### config.mk
export PLATFORM = sky130hd
export DESIGN_NAME = clk_burst_sequencer
export DESIGN_NICKNAME = d
export VERILOG_FILES = /design/src/rtl/clk_burst_sequencer.sv
export SDC_FILE = /design/constraint.sdc
export NUM_CORES = 1
export LEC_CHECK = 0
export CAP_MARGIN = 0
export CORE_MARGIN = 2
export CORE_UTILIZATION = 53
export DETAILED_ROUTE_END_ITERATION = 12
export HOLD_SLACK_MARGIN = 0.02
export PLACE_DENSITY = 0.78
export SLEW_MARGIN = 20
export SYNTH_ARGS = -nofsm -noshare
export SYNTH_HDL_FRONTEND = slang
export SYNTH_SLANG_ARGS = --single-unit
### constraint.sdc
create_clock -name clk_in -period 2.2 [get_ports clk_in]
set_input_delay 0.66 -clock clk_in [delete_from_list [all_inputs] [get_ports clk_in]]
set_output_delay 0.66 -clock clk_in [all_outputs]
set_load 0.01 [all_outputs]
### src/rtl/clk_burst_sequencer.sv
// Burst sequencer in front of the programmable clock divider: latches a divider value,
// settles, then holds en high for N divided periods. Define CLK_BURST_CONTINUOUS_EN for free-run on count==0.
module clk_burst_sequencer #(
  parameter int DIV_W      = 16,
  parameter int CNT_W      = 16,
  parameter int SETTLE_CYC = 2
) (
  input  logic             clk_in,
  input  logic             rst_n,
  input  logic             cfg_valid,
  output logic             cfg_ready,
  input  logic [DIV_W-1:0] cfg_divider,
  input  logic [CNT_W-1:0] cfg_count,
  input  logic             abort,
  output logic [DIV_W-1:0] divider,
  output logic             en,
  output logic             busy,
  output logic             done,
  output logic [CNT_W-1:0] periods_left
);

  localparam int SW = $clog2(SETTLE_CYC + 1);

  typedef enum logic [1:0] {IDLE, SETTLE, RUN, DONE} state_t;

  state_t           state, state_n;
  logic [DIV_W-1:0] per_len, per_len_n;
  logic [DIV_W-1:0] phase, phase_n;
  logic [DIV_W-1:0] divider_n;
  logic [CNT_W-1:0] pl_n;
  logic [SW-1:0]    settle_cnt, settle_n;
  logic             en_n;
  logic             live;

  always_ff @(posedge clk_in or negedge rst_n) begin
    if (!rst_n) begin
      state        <= IDLE;
      divider      <= '0;
      per_len      <= DIV_W'(1);
      phase        <= '0;
      periods_left <= '0;
      settle_cnt   <= '0;
      en           <= 1'b0;
      live         <= 1'b0;
    end else begin
      state        <= state_n;
      divider      <= divider_n;
      per_len      <= per_len_n;
      phase        <= phase_n;
      periods_left <= pl_n;
      settle_cnt   <= settle_n;
      en           <= en_n;
      live         <= 1'b1;
    end
  end

  always_comb begin
    state_n   = state;
    divider_n = divider;
    per_len_n = per_len;
    phase_n   = phase;
    pl_n      = periods_left;
    settle_n  = settle_cnt;
    en_n      = en;
    case (state)
      IDLE: begin
        en_n = 1'b0;
        if (cfg_valid && cfg_ready) begin
          divider_n = cfg_divider;
          // divide-by-0 and divide-by-1 both pass clk_in through: one cycle per period
          per_len_n = (cfg_divider <= DIV_W'(1)) ? DIV_W'(1) : cfg_divider;
          pl_n      = cfg_count;
          settle_n  = '0;
          phase_n   = '0;
`ifdef CLK_BURST_CONTINUOUS_EN
          state_n   = SETTLE;
`else
          state_n   = (cfg_count == '0) ? DONE : SETTLE;
`endif
        end
      end
      SETTLE: begin
        if (abort) begin
          en_n    = 1'b0;
          pl_n    = '0;
          state_n = DONE;
        end else if (settle_cnt == SW'(SETTLE_CYC - 1)) begin
          en_n    = 1'b1;
          phase_n = DIV_W'(1);
          state_n = RUN;
        end else begin
          settle_n = settle_cnt + SW'(1);
        end
      end
      RUN: begin
        if (abort) begin
          en_n    = 1'b0;
          pl_n    = '0;
          state_n = DONE;
        end else if (phase == per_len) begin
          if (periods_left == CNT_W'(1)) begin
            en_n    = 1'b0;
            pl_n    = '0;
            state_n = DONE;
          end else begin
            // periods_left==0 here only in free-run; it stays at 0
            phase_n = DIV_W'(1);
            if (periods_left != '0) pl_n = periods_left - CNT_W'(1);
          end
        end else begin
          phase_n = phase + DIV_W'(1);
        end
      end
      DONE: begin
        en_n    = 1'b0;
        state_n = IDLE;
      end
      default: state_n = IDLE;
    endcase
  end

  assign cfg_ready = live && (state == IDLE);
  assign busy      = (state != IDLE);
  assign done      = (state == DONE);

endmodule
==> out/qor.yml, run 1 <==
critical_path:
  start_kind: "register"
  crit_type: "register to register"
  crit_path_end_kind: "register"
  worstPathMaxFanout: 15
  rr_worst_depth: 6
  critPathArrivalTime_ps: 2420
  critPathRequiredTime_ps: 2470
routing:
  avgViaCountPerCell: 5.84
  wl_per_cell_um: 16.4
  first_pass_iters: 5
  final_antenna_net_count: 0
  drc: 0
  vias: 3753
  drt_iter0_drc: 237
  wirelength_mm: 10.6
grt:
  overflow: 0
  grt_pass1_wl_mm: 16.0
  antenna_found_initial: 0
  grtUsageTotal_pct: 25.9
  grt_start_max_net_pins: 71
  grt_pass1_vias: 3381
timing:
  final-setup-viol-count: 0
  timing.hold.ws_ps: 321
  relSlewSlack_pct: 67.1
  fin_crit_sh_pct: 97.3
  hold_viol: 0
  tightest_slew_ps: 489
  report.final.slew_viol_count: 0
  post-route-min-period_ps: 2140
  max_freq_ghz: 0.467
  worst_slack_ps: 59.0
  tns_ps: 0
  clock_skew_ps: 8.03
final_layout:
  drive_above_1_share_pct: 14.3
  syn2layout_area_growth_pct: 34.6
  fill_cells: 539
  diodes: 0
  finalNetCount: 585
  final_cells: 643
clock_tree:
  cts_buffer_depth: 2
  clkTransAtPathRegs_ps: 80
  tritoncts: "yes"
  cts_root_buf: "clkbuf_8"
  numCtsBuffers: 9
  clock_sinks: 70
  insertion_delay_ps: 350
  ctsHoldBuffers: 0
  cts_max_level: 3
power:
  power_density_nw_per_um2: 1340
  p_leak_nw: 2.41
  ir_worst_vdd_uv: 670
  p_total_w: 0.00695
synth:
  synth_most_common_cell: "nand2_1"
  synth_edf_count: 0
  seq_area_frac_synth_pct: 45.4
  async_flop_share_pct: 100
  synthesis.nets: 478
  synthTopCellsByArea: "dfrtp_1 45%, nand2_1 10%, o21ai_1 4.3%"
  syn_area_per_cell_um2: 8.94
  syn_area_um2: 3860
  synth.top_cells.by_count: "107 x nand2_1, 69 x dfrtp_1, 33 x o21ai_1, 19 x a21oi_1, 17 x nor2_1"
  ys_seq_elements: 70
  ys_warn_count: 0
  dominantRegCellSynth: "dfrtp_1"
  synth_cell_types: 54
  synth_top_cell_area_share_pct: 44.7
  synth_largest_area_cell: "dfrtp_1"
  syn_inst: 432
outcome:
  outcome: "completed"
die:
  initial_core_util_pct: 54.1
  die_w_um: 89.4
  rows: 31
  core-area_um2: 7140
  die_area_um2: 7990
  floorplan.die.height_um: 89.4
  ios: 72
placement:
  gp_congestion: 0.927
  dpl.hpwl_mm: 7.38
  dp_cells: 621
  port_buffers: 71
  dp_slack_ps: -221
min_path:
  hp-class: "input port to asynchronous set/reset pin"
job:
  cap_violations: 0
==> report_power, final <==
group          internal (W)  leakage [nW]  switching (W)  total [W]
combinational       0.00165          1.40        0.00188    0.00354
clock              0.000758         0.114       0.000504    0.00126
sequential          0.00175         0.898       0.000399    0.00215
total               0.00416          2.41        0.00279    0.00695
==> through the flow <==
stage               util (%)  area [µm²]
floorplan                  -        3860
global placement        68.4        4880
detailed placement      68.4        4880
CTS                     71.8        5120
global route            72.9        5200
finish                  72.9        5200
==> registers in the layout (all words and copies together) (netlist names) <==
register      count
divider          16
en                1
live              1
per_len          16
periods_left     16
phase            16
settle_cnt        2
state             2
==> worst max-delay path, stage by stage (launching register included) <==
cell and delay, ps:
dfrtp_1 450, nor4_2 450, nand4_1 200, nor4_2 410, a211o_2 370, o21ai_1 120
o21ai_1 80
==> final timing paths <==
check                                 from                to  slack [ps]
setup / recovery           periods_left[4]  periods_left[14]          60
hold / removal                       rst_n       divider[10]         320
setup reg to reg           periods_left[4]  periods_left[14]          60
hold reg to reg                 divider[1]        divider[1]         480
max in group asynchronous            rst_n          phase[2]        1540
min in group clk_in             divider[1]        divider[1]         480
==> cell families after synthesis <==
logic type / Yosys count / share of synthesized area (%)
AO/OA/AOI/OAI: 102 / 17.1
XOR/XNOR: 16 / 3.82
adder cells (fa/ha/maj): 10 / 3.24
buffers and inverters: 34 / 4.31
flip-flops: 70 / 45.4
multiplexers: 2 / 0.518
other: 1 / 0.0971
AND/OR/NAND/NOR: 197 / 25.6
==> placed cells by master, fill, tap and decap left out, types with 3 or more instances in the layout <==
cell type        instances
nand2_1                107
dfrtp_1                 68
clkdlybuf4s50_1         67
buf_4                   40
o21ai_1                 33
a21oi_1                 18
nor2_1                  16
inv_1                   15
xor2_1                  15
nand3_1                 14
a22oi_1                  9
nor4_1                   9
ha_1                     9
clkbuf_8                 9
nor3_1                   7
a2bb2oi_1                6
nor4_2                   5
nand2b_1                 5
nand4_1                  5
and3_1                   5
or3_1                    5
o21ai_0                  5
o31ai_1                  5
a31oi_1                  4
and2_1                   3
nor4_4                   3
a32oi_1                  3
o311ai_1                 3
bufinv_16                3
dlygate4sd2_1            3
==> per-layer routing <==
metal / vias up / share of wire, % / track usage (%)
li1: 1758 / - / -
met1: 1793 / 44 / 37.1
met2: 172 / 47 / 39.6
met3: 30 / 6.7 / 4.52
met4: 0 / 2.3 / 9.50
met5: - / 0 / 0
==> area by class of cell <==
class	count	area [µm²]	area share, %
clock buffer	11	131	2.53
clock inverter	5	106	2.04
inverter	15	56.3	1.08
multi-input combinational	330	1990	38.2
sequential	70	1750	33.7
tap	99	124	2.38
timing repair buffer	113	1040	20.0
==> timing repair <==
action | CTS | global route
setup buffers | 1 | 3
cloned | 0 | 2
gates resized for setup | 4 | 6
pin swaps | 0 | 6
endpoints found under the setup margin | 3 | 30
Note: power is estimated with default switching activity, not from simulation.
==> run 2: changes to the inputs <==
--- a/config.mk
+++ b/config.mk
@@ -5,12 +5,13 @@
 export SDC_FILE = /design/constraint.sdc
 export NUM_CORES = 1
 export LEC_CHECK = 0
+export ABC_AREA = 1
 export CAP_MARGIN = 0
 export CORE_MARGIN = 2
 export CORE_UTILIZATION = 53
 export DETAILED_ROUTE_END_ITERATION = 12
 export HOLD_SLACK_MARGIN = 0.02
-export PLACE_DENSITY = 0.78
+export PLACE_DENSITY = 0.77
 export SLEW_MARGIN = 20
 export SYNTH_ARGS = -nofsm -noshare
 export SYNTH_HDL_FRONTEND = slang
==> run 2 against run 1 <==
  * First-iteration DRC count fell by 20%
  * Sequential cell count did not move
  * Sequential share of layout area fell by 0.78 points
  * Critical path depth fell by 5
  * Area after synthesis rose by 8.0%
  * Largest power group unchanged
==> out/qor.yml, run 2 <==
clock_tree:
  tritoncts: "yes"
  cts_root_buf: "clkbuf_8"
  cts_max_level: 3
  insertion_delay_ps: 360
  clock_sinks: 70
  cts_buffer_depth: 2
  numCtsBuffers: 9
  ctsHoldBuffers: 0
  clkTransAtPathRegs_ps: 80
timing:
  tns_ps: 0
  post-route-min-period_ps: 2100
  clock_skew_ps: 16.7
  hold_viol: 0
  max_freq_ghz: 0.477
  final-setup-viol-count: 0
  fin_crit_sh_pct: 95.4
  report.final.slew_viol_count: 0
  rsz0062_at_grt: "false"
outcome:
  outcome: "completed"
critical_path:
  r2r_setup_slack_ps: 190
  cp-endpoint: "periods_left[9]"
  critical_path.cell_chain: "clkdlybuf4s50_1"
  critPathRequiredTime_ps: 1540
  timing.rr.start: "state[0]"
  crit_path_end_kind: "output pin"
  worst_path_max_delay_cell: "clkdlybuf4s50_1"
  start_kind: "register"
  reg2reg_to: "periods_left[14]"
  max_stage_delay_ps: 590
  critical-path-top-delay-family: "buffers and inverters"
  crit_type: "register to output pin"
  critPathBufInv: 1
  crit_start: "periods_left[9]"
  critPathArrivalTime_ps: 1440
  worstPathMaxFanout: 4
  path_depth: 1
  rr_worst_depth: 10
final_layout:
  syn2layout_area_growth_pct: 27.5
  finalNetCount: 706
  final_common_cell: "nand2_1"
  drive_above_1_share_pct: 10.1
  diodes: 0
  mostFrequentLayoutCells: "212 x nand2_1, 69 x dfrtp_1, 67 x clkdlybuf4s50_1"
die:
  die_w_um: 92.7
  core-area_um2: 7690
  ios: 72
  rows: 32
  initial_core_util_pct: 54.3
  floorplan.die.height_um: 92.7
  die_area_um2: 8600
synth:
  syn_area_per_cell_um2: 7.27
  synth_cell_types: 38
  synth.top_cells.by_count: "212 x nand2_1, 69 x dfrtp_1, 58 x nor2_1, 55 x inv_1, 28 x nand3_1"
  synth_edf_count: 0
  async_flop_share_pct: 100
  synth_most_common_cell: "nand2_1"
  syn_inst: 574
  dominantRegCellSynth: "dfrtp_1"
  synth_top_cell_area_share_pct: 41.4
  synthesis.nets: 620
  synthTopCellsByArea: "dfrtp_1 41%, nand2_1 19%, nor2_1 5.2%"
  seq_area_frac_synth_pct: 42.0
  ys_seq_elements: 70
  ys_warn_count: 0
  synth_largest_area_cell: "dfrtp_1"
  syn_area_um2: 4170
grt:
  grt_start_max_net_pins: 71
  grt_pass1_wl_mm: 17.9
  overflow: 0
  grtUsageTotal_pct: 26.2
  antenna_found_initial: 0
  grt_pass1_vias: 3984
power:
  p_leak_nw: 2.58
  p_total_w: 0.00701
  switchingPower_w: 0.00297
  p_seq_share_pct: 30.2
  power_frac_comb_pct: 53.0
  power_density_nw_per_um2: 1320
  p_sw_share_pct: 42.4
  pwr-share-clk_pct: 16.8
  p_int_w: 0.00404
  ir_worst_vdd_uv: 636
routing:
  vias: 3935
  wirelength_mm: 10.7
  avgViaCountPerCell: 5.13
  final_antenna_net_count: 0
  drc: 0
  drt_iter0_drc: 189
  wl_per_cell_um: 13.9
  first_pass_iters: 5
placement:
  port_buffers: 71
  dpl.hpwl_mm: 7.84
  gp_congestion: 0.926
job:
  cap_violations: 0
min_path:
  hp-class: "input port to asynchronous set/reset pin"
[run 2: cell types whose count changed after synthesis, moves of 8 or more]
cell / before / now
nand2_1: 107 / 212
nor2_1: 17 / 58
inv_1: 15 / 55
o21ai_1: 33 / 6
o21ai_0: 5 / 24
nand3_1: 14 / 28
inv_2: 0 / 9
a22oi_1: 9 / 1
[run 2: stage by stage]
step	area (µm²)	hold WS [ps]	worst slack (ps)	cells	util (%)
floorplan	4170	364	360	574	-
global placement	5080	462	98.7	750	66.1
detailed placement	5080	466	51.2	750	66.1
CTS	5310	327	69.4	767	69.1
global route	5320	332	7.38	767	69.2
finish	5320	308	102	767	69.2
[run 2: cell type report]
class / instances / area [µm²]
fill: 633 / 2370
inverter: 65 / 244
clock inverter: 6 / 92.6
multi-input combinational: 425 / 2090
sequential: 70 / 1750
timing repair buffer: 89 / 887
clock buffer: 10 / 128
tap: 102 / 128
[run 2: cell families (layout without fill, tap and decap cells)]
family          after synthesis  count (layout)  share of synthesized area (%)
compound gates               55              55                           7.38
xor+xnor                     25              25                           5.25
fa+ha+maj                    10              10                           3.00
buf+inv                      79             170                           8.22
flops                        70              70                           42.0
other cells                   1               1                         0.0899
simple gates                334             334                           34.1
[run 2: power by group through the flow]
stage | sequential (W) | combinational (W) | clock, W
after global routing | 0.00217 | 0.00412 | 0.00126
after CTS | 0.00212 | 0.00368 | 0.00119
after detailed placement | 0.00214 | 0.00364 | 0
after floorplan | 0.00218 | 0.00215 | 0
after global placement | 0.00212 | 0.00353 | 0
final | 0.00212 | 0.00372 | 0.00118
[run 2: how the worst min path moves through the flow]
| stage | startpoint | end | slack [ps] | cells after the start |
|---|---|---|---|---|
| after floorplan | rst_n | divider[0] | 360 | 0 |
| after global placement | divider[5] | divider[5] | 460 | 2 |
| after detailed placement | divider[2] | divider[2] | 470 | 2 |
| after CTS | rst_n | divider[13] | 330 | 2 |
| after global routing | rst_n | periods_left[0] | 330 | 2 |
| final | rst_n | periods_left[0] | 310 | 2 |
[run 2: repair_timing]
item / CTS / global route
endpoints found under the setup margin: 3 / 1
resized for setup: 4 / 1
setup buffers: 1 / 0
[run 2: layer usage]
metal  up-vias  track usage, %  wire [µm]  part of all wire (%)
met3        17            5.61        493                   4.6
li1       1955               -          -                     -
met4         0            9.68        186                   1.7
met2        99            43.2       5150                    48
met1      1864            33.9       4830                    45
met5         -               0          0                     0
